$ cat config.mk
export PLATFORM = sky130hd
export DESIGN_NAME = mul8_seq_ctrl
export DESIGN_NICKNAME = d
export VERILOG_FILES = /design/src/rtl/mul8_seq_pkg.sv /design/src/rtl/mul4x4_array.sv /design/src/rtl/mul8_seq_ctrl.sv
export SDC_FILE = /design/constraint.sdc
export NUM_CORES = 1
export LEC_CHECK = 0
export CAP_MARGIN = 20
export CORE_AREA = 8 8 146 94
export DETAILED_ROUTE_END_ITERATION = 8
export DIE_AREA = 0 0 154 102
export GPL_TIMING_DRIVEN = 0
export SLEW_MARGIN = 15
export SYNTH_ARGS = -nofsm -noshare
export SYNTH_HDL_FRONTEND = slang
export SYNTH_SLANG_ARGS = --single-unit
export TNS_END_PERCENT = 5
$ cat constraint.sdc
create_clock -name clk -period 7.8 [get_ports clk]
set_input_delay 1.95 -clock clk [delete_from_list [all_inputs] [get_ports clk]]
set_output_delay 1.95 -clock clk [all_outputs]
set_load 0.02 [all_outputs]
$ cat src/rtl/mul8_seq_pkg.sv
// Shared types and constants for the sequential 8x8 multiplier built on a 4x4 core.
package mul8_seq_pkg;

   localparam int NIB_W = 4;
   localparam int OP_W  = 2 * NIB_W;

   typedef enum logic [1:0] {
      IDLE = 2'd0,
      CALC = 2'd1,
      DONE = 2'd2
   } state_e;

   // Pass order: low x low, low(a) x high(b), high(a) x low(b), high x high.
   localparam logic [1:0] PASS_LL = 2'd0;
   localparam logic [1:0] PASS_LH = 2'd1;
   localparam logic [1:0] PASS_HL = 2'd2;
   localparam logic [1:0] PASS_HH = 2'd3;

   // Left shift applied to the core's partial product in each pass: {0,4,4,8}.
   function automatic logic [3:0] pass_shift(input logic [1:0] pass);
      case (pass)
         PASS_LL:          return 4'd0;
         PASS_LH, PASS_HL: return 4'd4;
         default:          return 4'd8;
      endcase
   endfunction

endpackage

$ cat src/rtl/mul4x4_array.sv
// Shared 4x4 multiplier core: picks the operand nibbles for the current pass and
// multiplies them with a plain AND / ripple full-adder array.
module mul4x4_array
   import mul8_seq_pkg::*;
(
   input  logic [OP_W-1:0]    a_i,
   input  logic [OP_W-1:0]    b_i,
   input  logic [1:0]         pass_i,
   output logic [2*NIB_W-1:0] prod_o
);

   logic [NIB_W-1:0]                  nib_a;
   logic [NIB_W-1:0]                  nib_b;
   logic [NIB_W-1:0][2*NIB_W-1:0]     row_sum;
   logic [2*NIB_W-1:0]                pp_row;
   logic                              carry;

   // Select the high or low nibble of each operand for this pass.
   always_comb begin
      nib_a = (pass_i == PASS_HL || pass_i == PASS_HH) ? a_i[OP_W-1:NIB_W] : a_i[NIB_W-1:0];
      nib_b = (pass_i == PASS_LH || pass_i == PASS_HH) ? b_i[OP_W-1:NIB_W] : b_i[NIB_W-1:0];
   end

   // Array multiply: each row adds one shifted partial product with a ripple of full adders.
   always_comb begin
      // NOTE: every variable gets a default first so no path leaves it unassigned, which would infer a latch.
      row_sum    = '0;
      pp_row     = '0;
      carry      = 1'b0;
      row_sum[0] = {{NIB_W{1'b0}}, nib_a & {NIB_W{nib_b[0]}}};
      for (int r = 1; r < NIB_W; r++) begin
         pp_row = {{NIB_W{1'b0}}, nib_a & {NIB_W{nib_b[r]}}} << r;
         carry  = 1'b0;
         for (int k = 0; k < 2*NIB_W; k++) begin
            row_sum[r][k] = row_sum[r-1][k] ^ pp_row[k] ^ carry;
            carry         = (row_sum[r-1][k] & pp_row[k]) | (carry & (row_sum[r-1][k] ^ pp_row[k]));
         end
      end
      prod_o = row_sum[NIB_W-1];
   end

endmodule

$ cat src/rtl/mul8_seq_ctrl.sv
// Round-robin sequencer that computes 8x8 -> 16-bit products in four nibble passes
// on one shared 4x4 core, with valid/ready handshakes on the request and result sides.
module mul8_seq_ctrl #(
   parameter int NUM_REQ = 2,
   parameter int OP_W    = 8,
   parameter int NIB_W   = 4
) (
   input  logic                        clk,
   input  logic                        rst_n,
   input  logic [NUM_REQ-1:0]          req_valid,
   output logic [NUM_REQ-1:0]          req_ready,
   input  logic [NUM_REQ*OP_W-1:0]     req_a,
   input  logic [NUM_REQ*OP_W-1:0]     req_b,
   output logic                        res_valid,
   input  logic                        res_ready,
   output logic [2*OP_W-1:0]           res_product,
   output logic [$clog2(NUM_REQ)-1:0]  res_id,
   output logic                        busy
);

   import mul8_seq_pkg::state_e;
   import mul8_seq_pkg::IDLE;
   import mul8_seq_pkg::CALC;
   import mul8_seq_pkg::DONE;
   import mul8_seq_pkg::PASS_LL;
   import mul8_seq_pkg::PASS_HH;
   import mul8_seq_pkg::pass_shift;

   localparam int ID_W   = $clog2(NUM_REQ);
   localparam int PROD_W = 2 * OP_W;

   state_e               state_q;
   logic [OP_W-1:0]      a_q;
   logic [OP_W-1:0]      b_q;
   logic [1:0]           pass_q;
   logic [PROD_W-1:0]    acc_q;
   logic [PROD_W-1:0]    acc_d;
   logic [ID_W-1:0]      rr_ptr_q;
   logic [ID_W-1:0]      rr_ptr_d;
   logic                 res_valid_q;
   logic [PROD_W-1:0]    res_product_q;
   logic [ID_W-1:0]      res_id_q;
   logic [2*NIB_W-1:0]   core_prod;
   logic                 grant_valid;
   logic [ID_W-1:0]      grant_id;
   int                   scan_idx;

   mul4x4_array u_core (
      .a_i    (a_q),
      .b_i    (b_q),
      .pass_i (pass_q),
      .prod_o (core_prod)
   );

   // Round-robin scan: first valid requester at or after rr_ptr, wrapping at NUM_REQ.
   always_comb begin
      grant_valid = 1'b0;
      grant_id    = '0;
      scan_idx    = 0;
      for (int k = 0; k < NUM_REQ; k++) begin
         scan_idx = int'(rr_ptr_q) + k;
         if (scan_idx >= NUM_REQ) scan_idx = scan_idx - NUM_REQ;
         if (!grant_valid && req_valid[scan_idx]) begin
            grant_valid = 1'b1;
            grant_id    = ID_W'(scan_idx);
         end
      end
      rr_ptr_d = (grant_id == ID_W'(NUM_REQ - 1)) ? '0 : grant_id + 1'b1;
   end

   // Ready goes only to the granted requester, only in IDLE, and never while reset is held.
   always_comb begin
      req_ready = '0;
      if (rst_n && state_q == IDLE && grant_valid) req_ready[grant_id] = 1'b1;
   end

   // Accumulate the current pass's partial product at its nibble weight.
   always_comb begin
      acc_d = acc_q + (PROD_W'(core_prod) << pass_shift(pass_q));
   end

   // Sequencer FSM with registered result outputs.
   always_ff @(posedge clk or negedge rst_n) begin
      if (!rst_n) begin
         state_q       <= IDLE;
         a_q           <= '0;
         b_q           <= '0;
         pass_q        <= PASS_LL;
         acc_q         <= '0;
         rr_ptr_q      <= '0;
         res_valid_q   <= 1'b0;
         res_product_q <= '0;
         res_id_q      <= '0;
      end else begin
         // NOTE: state uses <= so every register here samples the values from before the edge.
         case (state_q)
            IDLE: begin
               if (grant_valid) begin
                  a_q      <= req_a[grant_id*OP_W +: OP_W];
                  b_q      <= req_b[grant_id*OP_W +: OP_W];
                  res_id_q <= grant_id;
                  acc_q    <= '0;
                  pass_q   <= PASS_LL;
                  rr_ptr_q <= rr_ptr_d;
                  state_q  <= CALC;
               end
            end
            CALC: begin
               acc_q  <= acc_d;
               pass_q <= pass_q + 2'd1;
               if (pass_q == PASS_HH) begin
                  res_product_q <= acc_d;
                  res_valid_q   <= 1'b1;
                  state_q       <= DONE;
               end
            end
            DONE: begin
               if (res_ready) begin
                  res_valid_q <= 1'b0;
                  state_q     <= IDLE;
               end
            end
            default: state_q <= IDLE;
         endcase
      end
   end

   assign res_valid   = res_valid_q;
   assign res_product = res_product_q;
   assign res_id      = res_id_q;
   assign busy        = (state_q != IDLE);

endmodule
==> results of run 1 <==
cell families after synthesis:
kind of cell / Yosys count / synth area share (%)
AO/OA/AOI/OAI: 105 / 20.6
adder cells (fa/ha/maj): 31 / 12.7
multiplexers: 12 / 3.37
AND/OR/NAND/NOR: 115 / 15.6
flip-flops: 55 / 38.2
buffers and inverters: 53 / 6.08
XOR/XNOR: 14 / 3.41
cell type report:
class / instances / area share [%]
plain buffers: 18 / 1.93
clock buffers: 6 / 3.06
clock inverters: 2 / 0.772
inverters: 35 / 2.90
multi-input cells: 277 / 44.4
flip-flops and latches: 55 / 30.3
well taps: 148 / 4.08
repair buffers: 57 / 12.5
worst max-delay path by stage:
stage	end	slack (ns)	cells after the start
finish	res_product[11]	0.58	27
global route	res_product[15]	0.1	27
CTS	res_product[11]	0.30	27
detailed placement	acc_q[13]	0.35	27
global placement	res_product[11]	0.49	27
floorplan	res_product[11]	1.24	27
worst register-to-register path, stage by stage (launching register included):
cell	delay [ns]
dfrtp_1	0.38
clkbuf_1	0.28
inv_1	0.08
ha_1	0.19
nor2_2	0.27
mux2i_2	0.42
nor2_1	0.10
ha_1	0.22
fa_1	0.36
inv_1	0.07
fa_1	0.43
fa_1	0.42
inv_1	0.08
fa_1	0.45
fa_1	0.45
fa_1	0.37
inv_1	0.08
fa_1	0.43
nand2_1	0.10
nor3b_1	0.28
ha_1	0.30
buf_6	0.14
a2111o_1	0.37
a21o_1	0.20
and2_4	0.15
a21oi_2	0.17
xor2_1	0.22
o21ai_1	0.10
state kept, by name (all words and copies together) (netlist names):
signal,cells
res_id,1
res_valid,1
pass_q,2
b_q,8
state_q,2
acc_q,16
rr_ptr_q,1
res_product,16
a_q,8
metal layers:
metal  wire length, um  global-route usage (%)
met1              5140                    19.0
met2              3820                    17.7
met3               689                    3.76
met4                70                    2.47
met5                 0                       0
cells in the mapped netlist, types with 2 or more instances:
library cell  number  area [um2]
nor2_1            26        97.6
nand2_1           32         120
o21ai_0           23         115
nor2b_1            6        37.5
nand2b_1           2        12.5
o21ai_1           14        70.1
or2_2              5        31.3
clkbuf_1          13        48.8
buf_6              2        22.5
a211oi_1           2        15.0
a31oi_1            3        18.8
fa_1               9         180
a21oi_1           14        70.1
inv_1             35         131
nor3_1             4        20.0
o21bai_1           2        15.0
dfrtp_1           55        1380
nand4_1            2        12.5
xor2_1             8        70.1
xnor2_1            6        52.6
a21o_1            11        82.6
and2_1             8        50.1
o21a_1             2        15.0
and3_1             2        12.5
ha_1              22         275
mux2i_1           11         110
a211oi_2           2        25.0
a22o_1             2        17.5
a222oi_1          16         160
nand3_1           20         100
per-stage QoR:
stage                     cells  total power [uW]  utilization (%)  hold slack (ns)  instance area [um2]
final                       598              2350             39.1            0.484                 4540
after global routing        598              2580             39.1            0.515                 4540
after CTS                   598              2360             39.0            0.488                 4530
after detailed placement    590              2080             37.5            0.472                 4350
after global placement      590              2040             37.5            0.464                 4350
after floorplan             385              1630                -            0.458                 3600
power by group:
| part | internal (uW) | switching (uW) |
|---|---|---|
| Sequential | 416 | 79.6 |
| Combinational | 637 | 953 |
| Clock | 160 | 105 |
| Total | 1210 | 1140 |
==> results_dict.tcl, run 1 <==
set metrics [dict create \
    synth_edf_count 0 \
    cp-start-kind "flop" \
    core_um2 11600 \
    cp-startpoint "pass_q[1]" \
    clockRootBuffer "clkbuf_16" \
    cp_slowest_cell "fa_1" \
    drive_gt1_share_pct 6.89 \
    grt_max_degree 58 \
    cpPeakStageDelay_ns 0.45 \
    cts_resized 0 \
    synth_seq_cells 55 \
    reg2reg_to "res_product[11]" \
    antenna_cells 0 \
    multiInputGateArea_um2 2010 \
    finalCriticalPeriod_ns 7.22 \
    fillers 1153 \
    drv_cap 0 \
    setup_ws_ns 0.580 \
    drv_slew 0 \
    cts_setup_buffers 0 \
    max_freq_mhz 139 \
    leakagePower_uw 0.00215 \
    htreeDepth 2 \
    drcViolationCount 0 \
    final_cell_mix "56 x clkdlybuf4s50_1, 55 x dfrtp_1, 35 x inv_1" \
    ys_warn_count 0 \
    fin_crit_sh_pct 92.6 \
    slew_headroom_pct 48.4 \
    syn_area_um2 3600 \
    path_delay_family "adder cells" \
    ios 58 \
    setup_viol 0 \
    pre_cts_ws_ns 0.351 \
    vias 3080 \
    worstSetupPathType "flop to flop" \
    dp_hpwl_um 7630 \
    antenna_left 0 \
    grt_setup_unrepaired "no" \
    antenna_found_initial 0 \
    vdd_drop_max_mv 0.180 \
    powerDensity_nw_per_um2 518 \
    synth_area_per_cell_um2 9.35 \
    arrival_ns 7.41 \
    yosysUniqueCellTypes 56 \
    chipHeight_um 102 \
    ff2ff_path_depth 27 \
    reg2reg_slack_ns 0.58 \
    worstMarginPinSlew_ns 0.769 \
    die-area_um2 15700 \
    hold_viol_final 0 \
    syn2layout_area_growth_pct 26.0 \
    routed_wirelength_um 9730 \
    hold_buffers 0 \
    drt-pass1-iter-count 6 \
    drt_iter0_markers 307 \
    clk_pin_slew_ns 0.07 \
    synth_fp_nets 453 \
    clockBufferDepth 2 \
    clock-sinks 55 \
    r2r_start "pass_q[1]" \
    die_w_um 154 \
    final_common_cell "clkdlybuf4s50_1" \
    cts_inserted_buffers 5 \
    gp_congestion 0.894 \
    holdPathEnd "res_product[7]" \
    ys_async_sr_fraction_pct 100 \
    rows 31 \
    skew_ns 0.00620 \
    required_ns 7.99 \
    synth_cells 385 \
    regArea_um2 1380 \
    end_kind "flop" \
    grt-ovfl-total 0 \
    min_path_type "flop to flop" \
    wire_per_inst_um 16.3 \
    min_path_cells 2 \
    cp.buffers_inverters 6 \
    path_max_fanout 7 \
    yosysSeqAreaShare_pct 38.2 \
    status "completed" \
    start_util_pct 31.0 \
    ys.flop_type "dfrtp_1" \
    finalSetupTns_ns 0 \
    grtUsageTotal_pct 12.8 \
    placement.io_buffers 57 \
    vias_per_cell 5.15 \
    grt_pass1_wl_um 16000 \
    layout.nets 517 \
    insertion_delay_ns 0.30 \
    min_from "res_product[7]" \
    cp_common_cell "fa_1" \
    tritoncts "yes" \
    grt_pass1_vias 3020 \
]
(Power assumes the default switching activity.)
==> run 2: changes to the inputs <==
--- a/config.mk
+++ b/config.mk
@@ -6,9 +6,9 @@
 export NUM_CORES = 1
 export LEC_CHECK = 0
 export CAP_MARGIN = 20
-export CORE_AREA = 8 8 146 94
+export CORE_AREA = 8 8 164 104
 export DETAILED_ROUTE_END_ITERATION = 8
-export DIE_AREA = 0 0 154 102
+export DIE_AREA = 0 0 172 112
 export GPL_TIMING_DRIVEN = 0
 export SLEW_MARGIN = 15
 export SYNTH_ARGS = -nofsm -noshare
==> constraint.sdc (replaced) <==
create_clock -name clk -period 7.8 [get_ports clk]
set_input_delay 1.95 -clock clk [delete_from_list [all_inputs] [get_ports clk]]
set_output_delay 1.95 -clock clk [all_outputs]
set_load 0.01 [all_outputs]
==> run 2 against run 1 <==
Compared with the run above: non-clock buffer count unchanged; die area up 23%; clock skew up 0.0043 ns; critical endpoint is now res_product[15]; largest cell class unchanged.
==> results_dict.tcl, run 2 (synthesis results as in run 1) <==
set metrics [dict create \
    status "completed" \
    reg2reg_slack_ns 0.62 \
    clock-sinks 55 \
    leakagePower_uw 0.00214 \
    drv_slew 0 \
    drive_gt1_share_pct 6.67 \
    finalSetupTns_ns 0 \
    seqPwrFrac_pct 21.4 \
    drv_cap 0 \
    min_path_cells 2 \
    min_path_type "flop to flop" \
    swShare_pct 49.4 \
    final_cell_mix "56 x clkdlybuf4s50_1, 55 x dfrtp_1, 35 x inv_1" \
    grt-ovfl-total 0 \
    worstMarginPinSlew_ns 0.847 \
    regArea_um2 1380 \
    p_int_uw 1180 \
    holdPathEnd "res_product[11]" \
    antenna_left 0 \
    tritoncts "yes" \
    p_clk_share_pct 10.3 \
    cts_setup_buffers 0 \
    antenna_cells 0 \
    core_um2 14800 \
    clockBufferDepth 2 \
    routedLengthMet1_um 5480 \
    end_kind "flop" \
    cp-start-kind "flop" \
    syn2layout_area_growth_pct 27.2 \
    start_util_pct 24.3 \
    powerDensity_nw_per_um2 507 \
    die_w_um 172 \
    worstSetupPathType "flop to flop" \
    comb_power_share_pct 68.3 \
    rows 35 \
    skew_ns 0.0105 \
    drt-pass1-iter-count 7 \
    fillers 1599 \
    required_ns 7.96 \
    grt_max_degree 58 \
    vias_per_cell 4.70 \
    grt_pass1_vias 3102 \
    grtUsageTotal_pct 11.0 \
    place_area_um2 4420 \
    antenna_found_initial 0 \
    fin_hold_ws_ns 0.487 \
    clk_pin_slew_ns 0.08 \
    cp_slowest_cell "fa_1" \
    routed_wirelength_um 10400 \
    min_from "res_product[11]" \
    max_freq_mhz 139 \
    chipHeight_um 112 \
    drcViolationCount 0 \
    top_layer "met4" \
    path_max_fanout 7 \
    hold_viol_final 0 \
    power_switching_uw 1150 \
    ios 58 \
    reg2reg_to "res_product[15]" \
    multiInputGateArea_um2 2010 \
    grt_setup_unrepaired "no" \
    htreeDepth 2 \
    r2r_start "pass_q[1]" \
    clockRootBuffer "clkbuf_16" \
    drt_iter0_markers 341 \
    placement.io_buffers 57 \
    dp_hpwl_um 8200 \
    finalCriticalPeriod_ns 7.18 \
    vias 3067 \
    vdd_drop_max_mv 0.199 \
    cts_inserted_buffers 5 \
    fin_area_um2 4580 \
    cpPeakStageDelay_ns 0.45 \
    gp_congestion 0.836 \
    die-area_um2 19300 \
    layout.nets 517 \
    fin_crit_sh_pct 92.1 \
    insertion_delay_ns 0.30 \
    dr_wl_met3_um 719 \
    met2_length_um 4220 \
    arrival_ns 7.34 \
    setup_viol 0 \
    slew_headroom_pct 43.1 \
    cp_common_cell "fa_1" \
    grt_pass1_wl_um 16900 \
    ff2ff_path_depth 27 \
    wire_per_inst_um 16.0 \
    final_common_cell "clkdlybuf4s50_1" \
]
[run 2: cell count changes in the layout (fill, tap and decap cells not counted)]
| cell | before | now |
|---|---|---|
| mux2i_2 | 2 | 1 |
| mux2i_1 | 9 | 10 |
| clkbuf_8 | 1 | 0 |
| bufinv_16 | 1 | 0 |
| clkinv_2 | 1 | 0 |
| inv_6 | 0 | 2 |
| clkinv_4 | 0 | 1 |
[run 2: final cells by class]
class,count,share of cell area [%]
buffer,18,1.91
clock buffer,5,2.73
timing repair buffer,57,12.4
clock inverter,3,0.574
inverter,35,2.87
sequential,55,30.1
multi-input combinational,277,43.9
tap,203,5.55
[run 2: layer usage]
metal,vias up,GRT usage [%]
met1,1469,17.1
li1,1498,-
met5,-,0
met2,95,14.9
met3,5,2.93
met4,0,0.973
[run 2: worst max path at each step]
stage	from	end	depth (start not counted)
global route	pass_q[1]	acc_q[11]	27
CTS	pass_q[1]	acc_q[11]	27
finish	pass_q[1]	res_product[15]	27
global placement	pass_q[1]	acc_q[11]	27
detailed placement	pass_q[1]	acc_q[11]	27
floorplan	pass_q[1]	res_product[11]	27
[run 2: repair_timing]
action / in CTS / in global routing
hold buffers: 0 / 0
hold endpoints to repair: 0 / 0
gates resized for setup: 0 / 2
endpoints found under the setup margin: 0 / 5
[run 2: per-stage QoR]
step | instances | power [uW] | utilization [%] | setup WS (ns)
global route | 653 | 2540 | 30.9 | 0.149
detailed placement | 645 | 2060 | 29.9 | 0.442
floorplan | 385 | 1600 | - | 1.24
finish | 653 | 2320 | 30.9 | 0.620
CTS | 653 | 2310 | 30.9 | 0.426
global placement | 645 | 2030 | 29.9 | 0.580
[run 2: critical path: cells and delay by family (launching register included)]
family,cells,cell delay (ns)
AND/OR/NAND/NOR,6,0.92
buffers and inverters,6,0.75
flip-flops,1,0.38
multiplexers,1,0.41
adder cells (fa/ha/maj),10,3.61
AO/OA/AOI/OAI,3,0.62
XOR/XNOR,1,0.34
[run 2: power groups by stage]
stage | sequential [uW] | combinational (uW) | clock (uW)
finish | 497 | 1590 | 238
detailed placement | 501 | 1560 | 0
CTS | 496 | 1570 | 244
global placement | 498 | 1540 | 0
global route | 515 | 1770 | 260
floorplan | 495 | 1110 | 0
==> run 3: changes to the inputs <==
--- a/config.mk
+++ b/config.mk
@@ -5,10 +5,9 @@
 export SDC_FILE = /design/constraint.sdc
 export NUM_CORES = 1
 export LEC_CHECK = 0
-export CAP_MARGIN = 20
-export CORE_AREA = 8 8 164 104
+export CORE_AREA = 2 2 158 98
 export DETAILED_ROUTE_END_ITERATION = 8
-export DIE_AREA = 0 0 172 112
+export DIE_AREA = 0 0 160 100
 export GPL_TIMING_DRIVEN = 0
 export SLEW_MARGIN = 15
 export SYNTH_ARGS = -nofsm -noshare
==> run 3 against run 2 <==
Compared with the run above: fmax shrank 2.7%; critical path depth is the same; clock skew shrank 0.0040 ns; via count grew 1.2%; final cell count is the same; first-iteration DRC count shrank 26%; global-route usage grew 2.0 points; register-to-register slack lost 0.20 ns; largest power group unchanged; combinational power is essentially flat; clock power is essentially flat.
==> results_dict.tcl, run 3 (synthesis results as in run 1) <==
set metrics [dict create \
    fin_crit_sh_pct 94.6 \
    finalSetupTns_ns 0 \
    max_freq_mhz 136 \
    min_path_type "flop to flop" \
    hold_viol_final 0 \
    vias 3105 \
    drcViolationCount 0 \
    final_common_cell "clkdlybuf4s50_1" \
    fillers 1563 \
    end_kind "flop" \
    setup_ws_ns 0.423 \
    gp_congestion 0.879 \
    cp_common_cell "fa_1" \
    setup_viol 0 \
    status "completed" \
    grt-ovfl-total 0 \
    vdd_drop_max_mv 0.184 \
    cts_resized 0 \
    drv_cap 0 \
    syn2layout_area_growth_pct 27.1 \
    ios 58 \
    path_max_fanout 7 \
    cpPeakStageDelay_ns 0.48 \
    leakagePower_uw 0.00215 \
    clk_pin_slew_ns 0.08 \
    grt_max_degree 58 \
    clockRootBuffer "clkbuf_16" \
    fin_cells 653 \
    core_um2 14800 \
    wire_per_inst_um 15.3 \
    grt_pass1_wl_um 16400 \
    cp-start-kind "flop" \
    antenna_left 0 \
    chipHeight_um 100 \
    place_area_um2 4420 \
    antenna_found_initial 0 \
    grt_pass1_vias 3126 \
    vias_per_cell 4.75 \
    hold_buffers 0 \
    arrival_ns 7.55 \
    grt_setup_unrepaired "no" \
    rows 35 \
    worstSetupPathType "flop to flop" \
    final_util_pct 30.9 \
    clockBufferDepth 2 \
    grtUsageTotal_pct 13.0 \
    powerDensity_nw_per_um2 507 \
    drt_iter0_markers 253 \
    pre_cts_ws_ns 0.446 \
    start_util_pct 24.3 \
    die-area_um2 16000 \
    dp_hpwl_um 7960 \
    layout.nets 517 \
    placement.io_buffers 57 \
    fin_area_um2 4570 \
    insertion_delay_ns 0.31 \
    required_ns 7.97 \
    htreeDepth 2 \
    drv_slew 0 \
    cts_inserted_buffers 5 \
    die_w_um 160 \
    cp_slowest_cell "mux2i_1" \
    finalCriticalPeriod_ns 7.38 \
    final_cell_mix "56 x clkdlybuf4s50_1, 55 x dfrtp_1, 35 x inv_1" \
    clock-sinks 55 \
    tritoncts "yes" \
    slew_headroom_pct 39.8 \
    drive_gt1_share_pct 6.22 \
    reg2reg_slack_ns 0.42 \
    cts_setup_buffers 0 \
    skew_ns 0.00650 \
    routed_wirelength_um 10000 \
    place_inst 645 \
    worstMarginPinSlew_ns 0.897 \
    drt-pass1-iter-count 5 \
    antenna_cells 0 \
]
-- run 3: cell count changes in the layout (fill, tap and decap cells not counted), sizes merged --
cell / delta
inv: -1
clkinv: +1
-- run 3: final timing paths --
path / depth (start not counted) / from / end
setup reg to reg: 27 / pass_q[1] / acc_q[11]
setup / recovery: 27 / pass_q[1] / acc_q[11]
max in group asynchronous: 1 / rst_n / res_valid
hold reg to reg: 2 / res_product[6] / res_product[6]
min in group asynchronous: 1 / rst_n / res_product[10]
hold / removal: 2 / res_product[6] / res_product[6]
-- run 3: power by group --
part | leakage [uW] | switching, uW | total, uW | internal, uW
Combinational | 0.00137 | 948 | 1580 | 636
Sequential | 0.000696 | 79.9 | 496 | 416
Clock | 0.0000759 | 116 | 239 | 123
-- run 3: critical path, delay by kind of cell (launching register included) --
| kind | cells | cell delay (ns) |
|---|---|---|
| multiplexers | 1 | 0.48 |
| AO/OA/AOI/OAI | 4 | 0.80 |
| adder cells (fa/ha/maj) | 10 | 3.62 |
| AND/OR/NAND/NOR | 5 | 0.97 |
| buffers and inverters | 6 | 0.73 |
| XOR/XNOR | 1 | 0.22 |
| flip-flops | 1 | 0.38 |
-- run 3: area by class of cell --
class                           count  area [um2]  share of cell area (%)
Buffer                             18        87.6                    1.91
Timing Repair Buffer               57         568                    12.4
Sequential cell                    55        1380                    30.1
Inverter                           35         131                    2.87
Multi-Input combinational cell    277        2000                    43.8
Tap cell                          203         254                    5.55
Clock buffer                        5         125                    2.74
Clock inverter                      3        28.8                   0.629
-- run 3: per-layer routing --
layer	part of all wire (%)	up-vias	track usage, %
met4	0.89	0	2.98
li1	-	1500	-
met3	4.2	7	2.81
met2	41	74	18.8
met5	0	-	0
met1	54	1524	19.6
-- run 3: stage by stage --
stage	hold slack [ns]	total power (uW)
final	0.482	2320
after floorplan	0.458	1600
after global routing	0.518	2540
after detailed placement	0.474	2070
after CTS	0.491	2320
after global placement	0.473	2020
